### src/rtl/bcd_score_display.sv
// N-digit BCD score register with inc/dec/clear/load commands, driving a
// time-multiplexed seven-segment bus plus parallel BCD digits for the renderer.
module bcd_score_display #(
  parameter int unsigned N_DIGITS   = 4,
  parameter int unsigned SCAN_DIV   = 50000,
  parameter int unsigned ACTIVE_LOW = 1,
  parameter int unsigned BLANK_LZ   = 1
) (
  input  logic                    clk,
  input  logic                    rst,
  input  logic                    inc,
  input  logic                    dec,
  input  logic                    clr,
  input  logic                    load,
  input  logic [4*N_DIGITS-1:0]   load_val,
  output logic [4*N_DIGITS-1:0]   digits,
  output logic                    ovf,
  output logic                    unf,
  output logic [6:0]              seg,
  output logic [N_DIGITS-1:0]     an
);

  localparam int unsigned DW = 4 * N_DIGITS;
  localparam int unsigned CW = $clog2(SCAN_DIV);
  localparam int unsigned IW = (N_DIGITS > 1) ? $clog2(N_DIGITS) : 1;
  localparam logic [6:0]          SEG_OFF = {7{ACTIVE_LOW != 0}};
  localparam logic [N_DIGITS-1:0] AN_OFF  = {N_DIGITS{ACTIVE_LOW != 0}};

  logic [DW-1:0]       inc_v, dec_v, ld_v, digits_n;
  logic                carry, borrow, ovf_n, unf_n;
  logic [CW-1:0]       cnt_q, cnt_n;
  logic [IW-1:0]       idx_q, idx_n;
  logic [3:0]          cur;
  logic                any_nz, cur_blank;
  logic [6:0]          seg_hi, seg_d;
  logic [N_DIGITS-1:0] an_hi, an_d;

  // Ripple-carry/borrow BCD, clamped load, and command priority
  always_comb begin
    inc_v  = digits;
    dec_v  = digits;
    ld_v   = '0;
    carry  = 1'b1;
    borrow = 1'b1;
    for (int i = 0; i < int'(N_DIGITS); i++) begin
      if (carry) begin
        if (digits[4*i +: 4] == 4'd9) begin
          inc_v[4*i +: 4] = 4'd0;
        end else begin
          inc_v[4*i +: 4] = digits[4*i +: 4] + 4'd1;
          carry = 1'b0;
        end
      end
      if (borrow) begin
        if (digits[4*i +: 4] == 4'd0) begin
          dec_v[4*i +: 4] = 4'd9;
        end else begin
          dec_v[4*i +: 4] = digits[4*i +: 4] - 4'd1;
          borrow = 1'b0;
        end
      end
      ld_v[4*i +: 4] = (load_val[4*i +: 4] > 4'd9) ? 4'd9 : load_val[4*i +: 4];
    end

    digits_n = digits;
    ovf_n    = 1'b0;
    unf_n    = 1'b0;
    if (clr) begin
      digits_n = '0;
    end else if (load) begin
      digits_n = ld_v;
    end else if (inc && dec) begin
      digits_n = digits;
    end else if (inc) begin
      digits_n = inc_v;
      ovf_n    = carry;
    end else if (dec) begin
      digits_n = dec_v;
      unf_n    = borrow;
    end
  end

  // Free-running scan counter and digit index
  always_comb begin
    cnt_n = cnt_q + CW'(1);
    idx_n = idx_q;
    if (cnt_q == CW'(SCAN_DIV - 1)) begin
      cnt_n = '0;
      idx_n = (idx_q == IW'(N_DIGITS - 1)) ? '0 : idx_q + IW'(1);
    end
  end

  // Select the scanned digit; it is blank when it and every higher digit are zero
  always_comb begin
    cur    = 4'd0;
    any_nz = 1'b0;
    an_hi  = '0;
    for (int i = 0; i < int'(N_DIGITS); i++) begin
      if (idx_q == IW'(i)) begin
        cur      = digits[4*i +: 4];
        an_hi[i] = 1'b1;
      end
      if ((IW'(i) >= idx_q) && (digits[4*i +: 4] != 4'd0)) begin
        any_nz = 1'b1;
      end
    end
    cur_blank = (BLANK_LZ != 0) && (idx_q != '0) && !any_nz;

    case (cur)
      4'd0:    seg_hi = 7'b0111111;
      4'd1:    seg_hi = 7'b0000110;
      4'd2:    seg_hi = 7'b1011011;
      4'd3:    seg_hi = 7'b1001111;
      4'd4:    seg_hi = 7'b1100110;
      4'd5:    seg_hi = 7'b1101101;
      4'd6:    seg_hi = 7'b1111101;
      4'd7:    seg_hi = 7'b0000111;
      4'd8:    seg_hi = 7'b1111111;
      4'd9:    seg_hi = 7'b1101111;
      default: seg_hi = 7'b0000000;
    endcase
    if (cur_blank) begin
      seg_hi = 7'b0000000;
    end

    seg_d = (ACTIVE_LOW != 0) ? ~seg_hi : seg_hi;
    an_d  = (ACTIVE_LOW != 0) ? ~an_hi : an_hi;
  end

  always_ff @(posedge clk) begin
    if (rst) begin
      digits <= '0;
      ovf    <= 1'b0;
      unf    <= 1'b0;
      cnt_q  <= '0;
      idx_q  <= '0;
      seg    <= SEG_OFF;
      an     <= AN_OFF;
    end else begin
      digits <= digits_n;
      ovf    <= ovf_n;
      unf    <= unf_n;
      cnt_q  <= cnt_n;
      idx_q  <= idx_n;
      seg    <= seg_d;
      an     <= an_d;
    end
  end

endmodule
### config.mk
export PLATFORM = sky130hd
export DESIGN_NAME = bcd_score_display
export DESIGN_NICKNAME = d
export VERILOG_FILES = /design/src/rtl/bcd_score_display.sv
export SDC_FILE = /design/constraint.sdc
export NUM_CORES = 1
export LEC_CHECK = 0
export CELL_PAD_IN_SITES_DETAIL_PLACEMENT = 2
export CELL_PAD_IN_SITES_GLOBAL_PLACEMENT = 2
export CORE_MARGIN = 3
export CORE_UTILIZATION = 31
export DETAILED_ROUTE_END_ITERATION = 7
export HOLD_SLACK_MARGIN = 0.08
export PLACE_DENSITY = 0.85
export RECOVER_POWER = 50
export SKIP_LAST_GASP = 1
export SLEW_MARGIN = 30
export SYNTH_ARGS = -nofsm -noshare
export SYNTH_HDL_FRONTEND = slang
export SYNTH_SLANG_ARGS = --single-unit
### constraint.sdc
create_clock -name clk -period 3.31 [get_ports clk]
set_clock_uncertainty 0.05 [all_clocks]
set_input_delay 0.331 -clock clk [delete_from_list [all_inputs] [get_ports clk]]
set_output_delay 0.331 -clock clk [all_outputs]
set_load 0.01 [all_outputs]
==> impl_metrics.ini <==
[clocking]
cts_buffers = 5
clock_sinks = 47
postCtsSetupRepairBufs = 0
cts_resized = 0
cts_tree = yes
htreeDepth = 2
cts_root_buf = clkbuf_8
clock_latency_ns = 0.31
postCtsHoldBufs = 0
cts.reportedPaths.clkPinSlew_ns = 0.09
cts.path.max_buffers = 2

[detailed_routing]
vias = 3009
drt-total-wl_um = 9635
drc = 0
wl_per_cell_um = 17.61
vias_per_cell = 5.501
first_pass_iters = 5
ant_nets = 0
detail_route.iter0.violations = 163

[sta]
period_minus_slack_ns = 2.538
min_period_over_period_pct = 76.68
report.final.hold_viol_count = 0
relSlewSlack_pct = 58.12
setup_ws_ns = 0.7718
final-max-slew-violation-count = 0
fin_tns_setup_ns = 0
finalSetupViolCount = 0
tightest_slew_ns = 0.6274
grt_setup_unrepaired = false
fmax_mhz = 394.0

[finish]
area_growth_pct = 24.22
antenna_cells = 0
post-route-cell-area_um2 = 3747
drive_gt1_share_pct = 5.263
finalNonFillerCells = 547
fill_cells = 1076
nets = 450

[power_and_ir_drop]
power.static_leakage_nw = 1.390
total_power_mw = 1.375
powerDensity_nw_per_um2 = 366.9
ir_drop_v = 0.0001723

[global_routing]
grt_pass1_wl_um = 16460
grt_max_degree = 22
antenna_found_initial = 0
grtUsageTotal_pct = 18.21
grt_pass1_vias = 3243
gr-total-overflow = 0

[place]
place_area_um2 = 3610
gp_congestion = 0.7823
post-dp-hpwl_um = 7048
io_buffers = 50
dp_cells = 539
pre_cts_ws_ns = 0.6328

[synth]
yosys.area.top_type = dfxtp_1
synth_flop_cell = dfxtp_1
seq_area_frac_synth_pct = 31.19
synth_top_cell_area_share_pct = 31.19
synth_edf_count = 0
syn_avg_cell_area_um2 = 7.856
synthMostInstantiatedCell = dfxtp_1
synth.distinct_cells = 59
ys_ff_latch = 47
yosysWarnings = 0
syn_inst = 384
synthTopCellsByCount = dfxtp_1, nor2_1, clkbuf_1, nand2_1, a21oi_1
netlist_top_cells_area = dfxtp_1, ha_1, nor2_1, xor2_1, a21oi_1
synth_fp_nets = 417
async_reset_ff_share_pct = 0
syn-cell-area_um2 = 3017

[worst_hold_path]
min_from = cnt_q[0]$_SDFF_PP0_
hold-path-cell-count = 1
holdPathEnd = cnt_q[0]$_SDFF_PP0_
holdCritPathClass = reg -> reg

[critical_path]
r2r_cells = 9
cpMaxStageDelayCell = ha_1
r2r_start = idx_q[0]$_SDFFE_PP0P_
cpPeakStageDelay_ns = 0.51
cp_max_fo = 14
worst_ep_arrival_time_ns = 2.66
rr_endpoint = seg[0]$_SDFF_PP1_
worst_ep_required_time_ns = 3.43
critical_path.cell_chain = ha_1, a211oi_1, a211oi_1, buf_4, inv_1, ha_1, or2_0, a21oi_1, o21ai_0
crit_type = reg -> reg
cp_num_buf_inv = 2
critPathCaptureType = flop
worstSetupStartpointType = flop
cp_top_family = adder cells
reg2reg_setup_slack_ns = 0.77

[floorplanning]
die_h_um = 104.6
dieArea_um2 = 10950
core_um2 = 9328
io_pins = 51
die_x_um = 104.6
start_util_pct = 32.34
rows = 35

[job]
cap_viol_max_count = 0

[status]
status = finished, final reports clean
## placed cells by master (no fill, tap or decap), drive strengths merged, types with 4 or more instances in the layout
cell type,instances
dlygate4sd3,27
nor2b,6
o21ai,24
clkbuf,6
or4,5
nand2,26
dfxtp,47
nand4,7
or3,6
nor3b,5
nor3,9
nor4,6
nor2,33
a211oi,5
and3,7
o211ai,4
xor2,14
inv,14
nand3b,4
xnor2,8
a31oi,6
a22oi,4
nand2b,8
clkdlybuf4s50,23
nand3,16
mux2i,6
a21oi,24
o31ai,5
o21a,6
ha,11
buf,6
## report_power, final
group | leakage (nW) | total (mW) | switching [mW] | internal, mW
logic | 0.942 | 0.244 | 0.129 | 0.115
clock network | 0.0644 | 0.511 | 0.209 | 0.301
registers | 0.383 | 0.620 | 0.0347 | 0.585
total | 1.39 | 1.37 | 0.373 | 1.00
## stage by stage
stage,hold slack (ns),utilization [%]
after CTS,0.4001,40.16
after global placement,0.3742,38.70
final,0.3944,40.17
after floorplan,0.3630,-
after global routing,0.4340,40.17
after detailed placement,0.3837,38.70
## final cells by class
class | count | area, um2 | share of cell area (%)
Sequential cell | 47 | 940.9 | 25.11
Clock inverter | 3 | 67.56 | 1.803
Tap cell | 129 | 161.4 | 4.307
Timing Repair Buffer | 57 | 549.3 | 14.66
Multi-Input combinational cell | 292 | 1907 | 50.88
Clock buffer | 5 | 68.82 | 1.836
Inverter | 14 | 52.55 | 1.402
## per-layer routing
layer | share of wire (%) | global-route usage [%] | wire length (um) | vias to the layer above
li1 | - | - | - | 1447
met1 | 45 | 22.64 | 4346 | 1511
met2 | 51 | 33.44 | 4902 | 45
met3 | 2.9 | 2.162 | 280 | 6
met4 | 1.1 | 4.217 | 105 | 0
met5 | 0 | 0 | 0 | -
## flip-flops by register name, summed over array words and instances, names as in the netlist
signal and cells:
digits 16, ovf 1, an 4, unf 1, seg 7, cnt_q 16
idx_q 2
## how the worst max path moves through the flow
stage	startpoint	end	slack, ns	depth (start not counted)
after CTS	idx_q[1]$_SDFFE_PP0P_	seg[0]$_SDFF_PP1_	0.77	9
after global routing	idx_q[1]$_SDFFE_PP0P_	seg[0]$_SDFF_PP1_	0.53	10
final	idx_q[0]$_SDFFE_PP0P_	seg[0]$_SDFF_PP1_	0.77	9
after detailed placement	inc	digits[14]$_SDFFE_PP0P_	0.63	7
after global placement	inc	digits[12]$_SDFFE_PP0P_	0.74	6
after floorplan	idx_q[1]$_SDFFE_PP0P_	seg[0]$_SDFF_PP1_	0.98	10
## kinds of logic after synthesis
kind of cell | after synthesis | share of synthesized area (%)
simple gates | 154 | 28.54
compound gates | 99 | 21.57
flops | 47 | 31.19
buf+inv | 45 | 5.765
xor+xnor | 22 | 6.388
fa+ha+maj | 11 | 4.562
mux | 6 | 1.991
Power figures use the tool's default switching activity.
